`config.mk`:
```
export PLATFORM = sky130hd
export DESIGN_NAME = uart_tx_buffered
export DESIGN_NICKNAME = d
export VERILOG_FILES = /design/src/rtl/uart_tx_buffered.sv
export SDC_FILE = /design/constraint.sdc
export NUM_CORES = 1
export LEC_CHECK = 0
export BUFFER_PORTS_ARGS = -buffer_cell sky130_fd_sc_hd__buf_4
export CAP_MARGIN = 5
export CELL_PAD_IN_SITES_DETAIL_PLACEMENT = 1
export CELL_PAD_IN_SITES_GLOBAL_PLACEMENT = 2
export CORE_UTILIZATION = 43
export CTS_BUF_LIST = sky130_fd_sc_hd__clkbuf_8
export DETAILED_ROUTE_END_ITERATION = 6
export PLACE_DENSITY_LB_ADDON = 0.08
export SKIP_LAST_GASP = 1
export SYNTH_ARGS = -nofsm -noshare
export SYNTH_HDL_FRONTEND = slang
export SYNTH_SLANG_ARGS = --single-unit
```
`constraint.sdc`:
```
create_clock -name clk -period 7.3 [get_ports clk]
set_input_delay 0.73 -clock clk [delete_from_list [all_inputs] [get_ports clk]]
set_output_delay 0.73 -clock clk [all_outputs]
set_load 0.1 [all_outputs]
```
`src/rtl/uart_tx_buffered.sv`:
```
// 8N1 UART transmitter fed by a small circular FIFO through a valid/ready handshake.
// Queued bytes go out back-to-back: the next start bit replaces the stop-to-idle transition.
module uart_tx_buffered #(
  parameter int SYSTEM_CLK_MHZ = 25,
  parameter int BAUDRATE       = 9600,
  parameter int FIFO_DEPTH     = 4,
  localparam int CYCLES_PER_SYMBOL = (SYSTEM_CLK_MHZ * 1000000) / BAUDRATE,
  localparam int LW                = $clog2(FIFO_DEPTH) + 1
) (
  input  logic          clk,
  input  logic          resetn,
  input  logic [7:0]    tx_data,
  input  logic          tx_valid,
  output logic          tx_ready,
  output logic          tx_out,
  output logic          busy,
  output logic [LW-1:0] fifo_level
);

  localparam int PW = $clog2(FIFO_DEPTH);
  localparam int CW = $clog2(CYCLES_PER_SYMBOL + 1);
  localparam logic [CW-1:0] CNT_RELOAD = CW'(CYCLES_PER_SYMBOL - 1);

  typedef enum logic [1:0] {S_IDLE, S_START, S_DATA, S_STOP} state_t;

  state_t          state_q;
  logic [CW-1:0]   cnt_q;
  logic [2:0]      bit_q;
  logic [7:0]      shreg_q;
  logic            tx_q;
  logic            busy_q;

  logic [7:0]      mem_q [FIFO_DEPTH];
  logic [PW-1:0]   wr_ptr_q, rd_ptr_q;
  logic [LW-1:0]   level_q, level_d;

  logic            push, pop, have_data, sym_end;
  logic [7:0]      head;

  assign have_data  = (level_q != '0);
  assign sym_end    = (cnt_q == '0);
  assign head       = mem_q[rd_ptr_q];
  assign tx_ready   = (level_q < LW'(FIFO_DEPTH));
  assign push       = tx_valid & tx_ready;
  // Pop exactly when the FSM loads a new start bit: from idle, or at the end of a stop bit.
  assign pop        = have_data & ((state_q == S_IDLE) | ((state_q == S_STOP) & sym_end));

  assign tx_out     = tx_q;
  assign busy       = busy_q;
  assign fifo_level = level_q;

  always_comb begin
    level_d = level_q;
    if (push & ~pop)      level_d = level_q + 1'b1;
    else if (pop & ~push) level_d = level_q - 1'b1;
  end

  always_ff @(posedge clk) begin
    if (push) mem_q[wr_ptr_q] <= tx_data;
  end

  always_ff @(posedge clk) begin
    if (!resetn) begin
      wr_ptr_q <= '0;
      rd_ptr_q <= '0;
      level_q  <= '0;
    end else begin
      if (push) wr_ptr_q <= wr_ptr_q + 1'b1;
      if (pop)  rd_ptr_q <= rd_ptr_q + 1'b1;
      level_q <= level_d;
    end
  end

  always_ff @(posedge clk) begin
    if (!resetn) begin
      state_q <= S_IDLE;
      cnt_q   <= '0;
      bit_q   <= '0;
      shreg_q <= '0;
      tx_q    <= 1'b1;
      busy_q  <= 1'b0;
    end else begin
      case (state_q)
        S_IDLE: begin
          tx_q   <= 1'b1;
          busy_q <= 1'b0;
          if (have_data) begin
            shreg_q <= head;
            tx_q    <= 1'b0;
            cnt_q   <= CNT_RELOAD;
            busy_q  <= 1'b1;
            state_q <= S_START;
          end
        end
        S_START: begin
          if (sym_end) begin
            tx_q    <= shreg_q[0];
            shreg_q <= shreg_q >> 1;
            bit_q   <= '0;
            cnt_q   <= CNT_RELOAD;
            state_q <= S_DATA;
          end else begin
            cnt_q <= cnt_q - 1'b1;
          end
        end
        S_DATA: begin
          if (sym_end) begin
            cnt_q <= CNT_RELOAD;
            if (bit_q == 3'd7) begin
              tx_q    <= 1'b1;
              state_q <= S_STOP;
            end else begin
              tx_q    <= shreg_q[0];
              shreg_q <= shreg_q >> 1;
              bit_q   <= bit_q + 1'b1;
            end
          end else begin
            cnt_q <= cnt_q - 1'b1;
          end
        end
        S_STOP: begin
          if (sym_end) begin
            if (have_data) begin
              shreg_q <= head;
              tx_q    <= 1'b0;
              cnt_q   <= CNT_RELOAD;
              state_q <= S_START;
            end else begin
              busy_q  <= 1'b0;
              state_q <= S_IDLE;
            end
          end else begin
            cnt_q <= cnt_q - 1'b1;
          end
        end
        default: begin
          tx_q    <= 1'b1;
          busy_q  <= 1'b0;
          state_q <= S_IDLE;
        end
      endcase
    end
  end

endmodule

```
After elaboration in Yosys (flattened, before gate mapping)
Memories as Yosys holds them, arrays and structs flattened. A register that Yosys moved wholly into a read port is not among the register bits.
Cells that the tools add are included.
W data, S select, Z words.

word-level totals
  bits in registers = 34
  output and inout port bits = 6
  input bits = 11
  logic and storage cells = 87
  ROM bits = 0
  memory bits (writable) = 32
  latch bits = 0
  memories = 1

memory list
  name   depth  bits a word  read ports  clocked after memory_dff  wr ports  RTL line  RTL
  mem_q  4      8            1           1                         1         33        logic [7:0] mem_q [FIFO_DEPTH];

operators by class
  add/subtract/negate cells = 6
  div/mod/pow operators = 0
  $lt $le $gt $ge = 1
  shifts and indexed selects = 0
  multiply operators = 0
  equality and inequality tests = 12
  bitwise gates (word level) = 8
  multiplexer cells = 38
  reductions and logical operators = 12

operator list
  kind                     number
  $mux W8                  5
  $mux W12                 3
  $pmux W12 S3             1
  $pmux W8 S4              1
  $ne A2 B2 Y1 const B     8
  $mux W3                  5
  $mux W2                  7
  $logic_not A12 Y1        1
  $mux W1                  12
  $reduce_and A4 Y1        3
  $sub A12 B1 Y12 const B  1
  $pmux W2 S4              1
  $add A3 B1 Y3 const B    2
  $pmux W3 S2              1
  $reduce_bool A2 Y1       3
  $and A1 B1 Y1            5
  $reduce_and A5 Y1        1
  $add A2 B1 Y2 const B    2
  $eq A2 B2 Y1 const B     2
  $pmux W1 S4              1
  $eq A3 B3 Y1 const B     1
  $lt A3 B3 Y1 const B     1
  $reduce_and A3 Y1        1
  $reduce_bool A3 Y1       1
  other kinds (7)          8

Logic depth before layout (Yosys ltp)
  depth after elaboration = 7
  gate-level depth with buffers = 11
  gate-level depth less buffers = 11

Worst setup path after synthesis
No wires, ideal clock.

  kind = flip-flop to flip-flop
  start point = register level_q[0], in the netlist fifo_level[0]
  end point = register level_q[2], in the netlist fifo_level[2]
  required time = 7.229 ns
  stages on the path, launching flop included = 9
  path buffers = 0
  data arrival time = 2.659 ns
  period minus slack after synthesis = 2.730 ns
  library setup time = 0.071 ns
  path slack = 4.570 ns
  cell sequence = dfxtp_1 nor3_1 or2_2 ha_1 inv_1 fa_1 xor2_1 or3_1 a21oi_1

on the way
  cells in the longest elaborated chain, start to end = 5
  elaborated cells between the ends (all ways) = 13
  those cells by class = add/sub: 2; order compare: 1; mux: 2; bitwise: 6; reduce/logical: 2

RTL lines
  item                                                                   RTL line  RTL
  from (decl)                                                            35        logic [LW-1:0] level_q, level_d;
  from (signal assigned)                                                 70        level_q <= level_d;
  $lt A3 B3 Y1 / $reduce_bool A3 Y1 (equally long branches)              43, 40
  $and A1 B1 Y1 (on tied branches)                                       44, 46
  $not A1 Y1 (on tied branches)                                          55, 54
  $and A1 B1 Y1 (on tied branches)                                       55, 54
  $reduce_bool A2 Y1 (no source line) / $mux W3 (equally long branches)  --

Several ways; a longest one is shown, not always the timed one. The select of a mux whose other input is x is not followed.
A chain may end at the register's enable or synchronous reset.

Final worst setup path
  start point = register cnt_q[2]
  end point = register level_q[2], in the netlist fifo_level[2]

on the way
  cells in the longest elaborated chain, start to end = 7
  elaborated cells between the ends (all ways) = 9
  those cells by class = mux: 1; bitwise: 6; reduce/logical: 2

RTL lines
  item                                                  RTL line  RTL
  from (decl)                                           27        logic [CW-1:0] cnt_q;
  from (signal assigned)                                103       cnt_q <= cnt_q - 1'b1;
  from (signal assigned)                                118       cnt_q <= cnt_q - 1'b1;
  from (signal assigned)                                133       cnt_q <= cnt_q - 1'b1;
  $logic_not A12 Y1 (*)                                 41        assign sym_end = (cnt_q == '0);
  $and A1 B1 Y1 (*)                                     46        assign pop = have_data & ((state_q == S_IDLE) | ((state_q == S_STOP) & sym_end));
  $or A1 B1 Y1 (*)                                      46
  $and A1 B1 Y1 (*)                                     46
  $not A1 Y1                                            54        if (push & ~pop) level_d = level_q + 1'b1;
  $and A1 B1 Y1                                         54
  $mux W3 / $reduce_bool A2 Y1 (equally long branches)  --

Every way passes the cells marked *; elsewhere a longest branch is shown, timed or not.

==> metrics.yaml <==
run_status: "complete, no violations"
finalSetupTns_ps: 0
netlist.area_leader.share_pct: 30.1
post_synth_most_frequent_cells: "sky130_fd_sc_hd__dfxtp_1 (36), sky130_fd_sc_hd__edfxtp_1 (32), sky130_fd_sc_hd__nor2_1 (32), sky130_fd_sc_hd__a21oi_1 (18), sky130_fd_sc_hd__ha_1 (14)"
critical_path.max_stage_delay_ps: 560
worst_ir_drop_vdd_v: 0.000186
cts_sinks: 68
hpwlAfterDp_mm: 4.53
wire_per_inst_um: 16.9
cellInternalPower_w: 0.00101
setup.worst_path.class: "reg -> reg"
cts-root-buf: "sky130_fd_sc_hd__clkbuf_8"
final.hold.worst_slack_ps: 497
slew_headroom_pct: 36.7
detail_route.wirelength_mm: 6.70
post_cts_hold_buffer_count: 0
synthesis.yosys.warnings: 0
floorplan.io_pins: 17
capturing_element_type_of_the_critical_path: "flop"
drt-initial-drc-count: 99
seqPwrFrac_pct: 32.1
synthArstFlopShare_pct: 0
report.final.hold_viol_count: 0
hold_path.class: "reg -> reg"
final_slew_violations: 0
placeableCoreArea_um2: 7210
synth.area.top_cells: "sky130_fd_sc_hd__edfxtp_1 (30%), sky130_fd_sc_hd__dfxtp_1 (23%), sky130_fd_sc_hd__mux4_2 (5.7%)"
static-leakage-power_nw: 1.31
drt-pass1-iter-count: 6
proportion_of_total_power_due_to_net_switching_pct: 42.0
synth.cell_area_um2: 3190
dr_total_vias: 2186
fin_worst_skew_ps: 11.3
syn_inst: 279
path_clk_slew_ps: 90
antenna_cells: 0
cpMaxStageDelayCell: "sky130_fd_sc_hd__nor4_4"
globalplace.congestion: 0.743
floorplan.die.height_um: 88.1
net-switching-power_w: 0.000734
crit_required_ps: 7550
number_of_synthesized_flops_with_an_enable_pin: 32
first_global_vias: 2257
max_cap_viol_count: 0
cts_buffers: 9
remaining_drc_errors: 0
initial_utilization_pct: 44.2
timing.critical_path.arrival_ps: 3180
synth-seq-area-share_pct: 52.7
unrepaired_setup_endpoints_after_global_routing: "false"
netlist.top_cell.by_area: "sky130_fd_sc_hd__edfxtp_1"
globalRouteTotalUtil_pct: 19.3
combinationalPowerShare_pct: 45.6
final_core_density_pct: 49.9
power.density_nw_per_um2: 485
setup-violations-final: 0
tritoncts: "yes"
globalRoute.totalOverflow: 0
crit_path_max_fanout: 13
clk_path_buf_depth: 2
post_cts_resized: 0
cts_h_tree_depth: 3
placementRows: 31
syn_avg_cell_area_um2: 11.4
synth.lib_cells_used.distinct: 52
port-buffer-count: 16
cell_with_the_most_instances_after_synthesis: "sky130_fd_sc_hd__dfxtp_1"
final_antenna_net_count: 0
floorplan.die.width_um: 88.1
synth_nets: 305
flow.area_growth_from_synthesis_pct: 13.0
clock_power_share_pct: 22.4
drive_above_1_share_pct: 16.8
antenna_found_initial: 0
worstSetupStartpointType: "flop"
grt_max_degree: 27
crit_chain: "nor4_4, and4_4, a21oi_1, or2_2, ha_1, inv_1, fa_1, xor2_1, or3_1, a21oi_1"
min_period_ps: 2940
design.die.area_um2: 7760
insertion_delay_ps: 350
timing_worst_slew_pin_value_ps: 942
final_worst_path_cycle_share_pct: 40.2
fillerInstances: 779
achievable_freq_mhz: 341
total_power_w: 0.00175
synthesized_flop_and_latch_total: 68
vias_per_cell: 5.52
cts_post_setup_buffers_inserted: 0
grt_first_pass_wirelength_mm: 11.1
layout.nets: 318
cp_common_cell: "sky130_fd_sc_hd__a21oi_1"
synth_ff_type: "sky130_fd_sc_hd__dfxtp_1"
==> power by group through the flow <==
stage	clock (W)	combinational, W	sequential, W
4_1_cts	0.000396	0.000802	0.000561
5_1_grt	0.000416	0.000886	0.000575
2_1_floorplan	0	0.000597	0.000607
3_3_place_gp	0	0.000783	0.000566
6_report	0.000391	0.000796	0.000560
3_5_place_dp	0	0.000795	0.000568
==> logic make-up after synthesis <==
logic type	share of synthesized area [%]
AO/OA/AOI/OAI	13.8
XOR/XNOR	0.824
adder cells (fa/ha/maj)	6.12
buffers and inverters	3.92
flip-flops	52.7
multiplexers	8.83
AND/OR/NAND/NOR	13.7
==> flip-flops by register name (all words and copies together) (netlist names), named ones only <==
register,count
bit_q,3
rd_ptr_q,2
cnt_q,12
busy,1
shreg_q,8
wr_ptr_q,2
mem_q,32
state_q,2
fifo_level,3
tx_out,1
==> cell type report <==
class | instances | area [um^2] | area share, %
clock buffers | 9 | 124 | 3.44
clock inverters | 7 | 123 | 3.40
flip-flops and latches | 68 | 1680 | 46.7
multi-input cells | 184 | 1380 | 38.3
repair buffers | 16 | 120 | 3.33
well taps | 99 | 124 | 3.44
inverters | 13 | 48.8 | 1.35
==> stage by stage <==
stage          cells  worst slack, ps  area [um^2]
4_1_cts          396             4360         3600
3_3_place_gp     380             4510         3360
2_1_floorplan    279             4570         3190
6_report         396             4360         3600
5_1_grt          396             4140         3600
3_5_place_dp     380             4390         3360
==> cell usage in the layout, fill, tap and decap left out, types with 4 or more instances in the layout <==
cell type / instances
sky130_fd_sc_hd__mux2i_1: 9
sky130_fd_sc_hd__edfxtp_1: 32
sky130_fd_sc_hd__inv_1: 12
sky130_fd_sc_hd__nor4_1: 4
sky130_fd_sc_hd__clkbuf_8: 9
sky130_fd_sc_hd__nor2_1: 32
sky130_fd_sc_hd__o21ai_0: 10
sky130_fd_sc_hd__nor3_1: 8
sky130_fd_sc_hd__dfxtp_1: 36
sky130_fd_sc_hd__a211oi_1: 12
sky130_fd_sc_hd__and2_1: 7
sky130_fd_sc_hd__ha_1: 14
sky130_fd_sc_hd__a21oi_1: 18
sky130_fd_sc_hd__nand2_1: 7
sky130_fd_sc_hd__mux4_2: 8
sky130_fd_sc_hd__buf_4: 16
==> critical path: cells and delay by family (launching register included) <==
family	cells	cell delay (ps)
XOR/XNOR	1	80
AO/OA/AOI/OAI	2	290
flip-flops	1	400
AND/OR/NAND/NOR	4	1600
adder cells (fa/ha/maj)	2	390
buffers and inverters	1	80
==> path summary, 6_finish.rpt <==
check	slack, ps	startpoint	cells after the start	end
setup reg to reg	4360	cnt_q[2]$_SDFF_PN0_	10	fifo_level[2]$_SDFFE_PN0P_
hold reg to reg	500	bit_q[1]$_SDFFE_PN0P_	1	bit_q[1]$_SDFFE_PN0P_
hold / removal	500	bit_q[1]$_SDFFE_PN0P_	1	bit_q[1]$_SDFFE_PN0P_
setup / recovery	4360	cnt_q[2]$_SDFF_PN0_	10	fifo_level[2]$_SDFFE_PN0P_
==> layer usage <==
layer,track usage [%],up-vias,share of wire [%]
met5,0,-,0
met4,6.01,0,0.58
met3,5.37,4,3.0
met2,32.8,36,51
met1,23.8,1074,46
li1,-,1072,-
No activity file was read; power rests on OpenSTA's default activity.
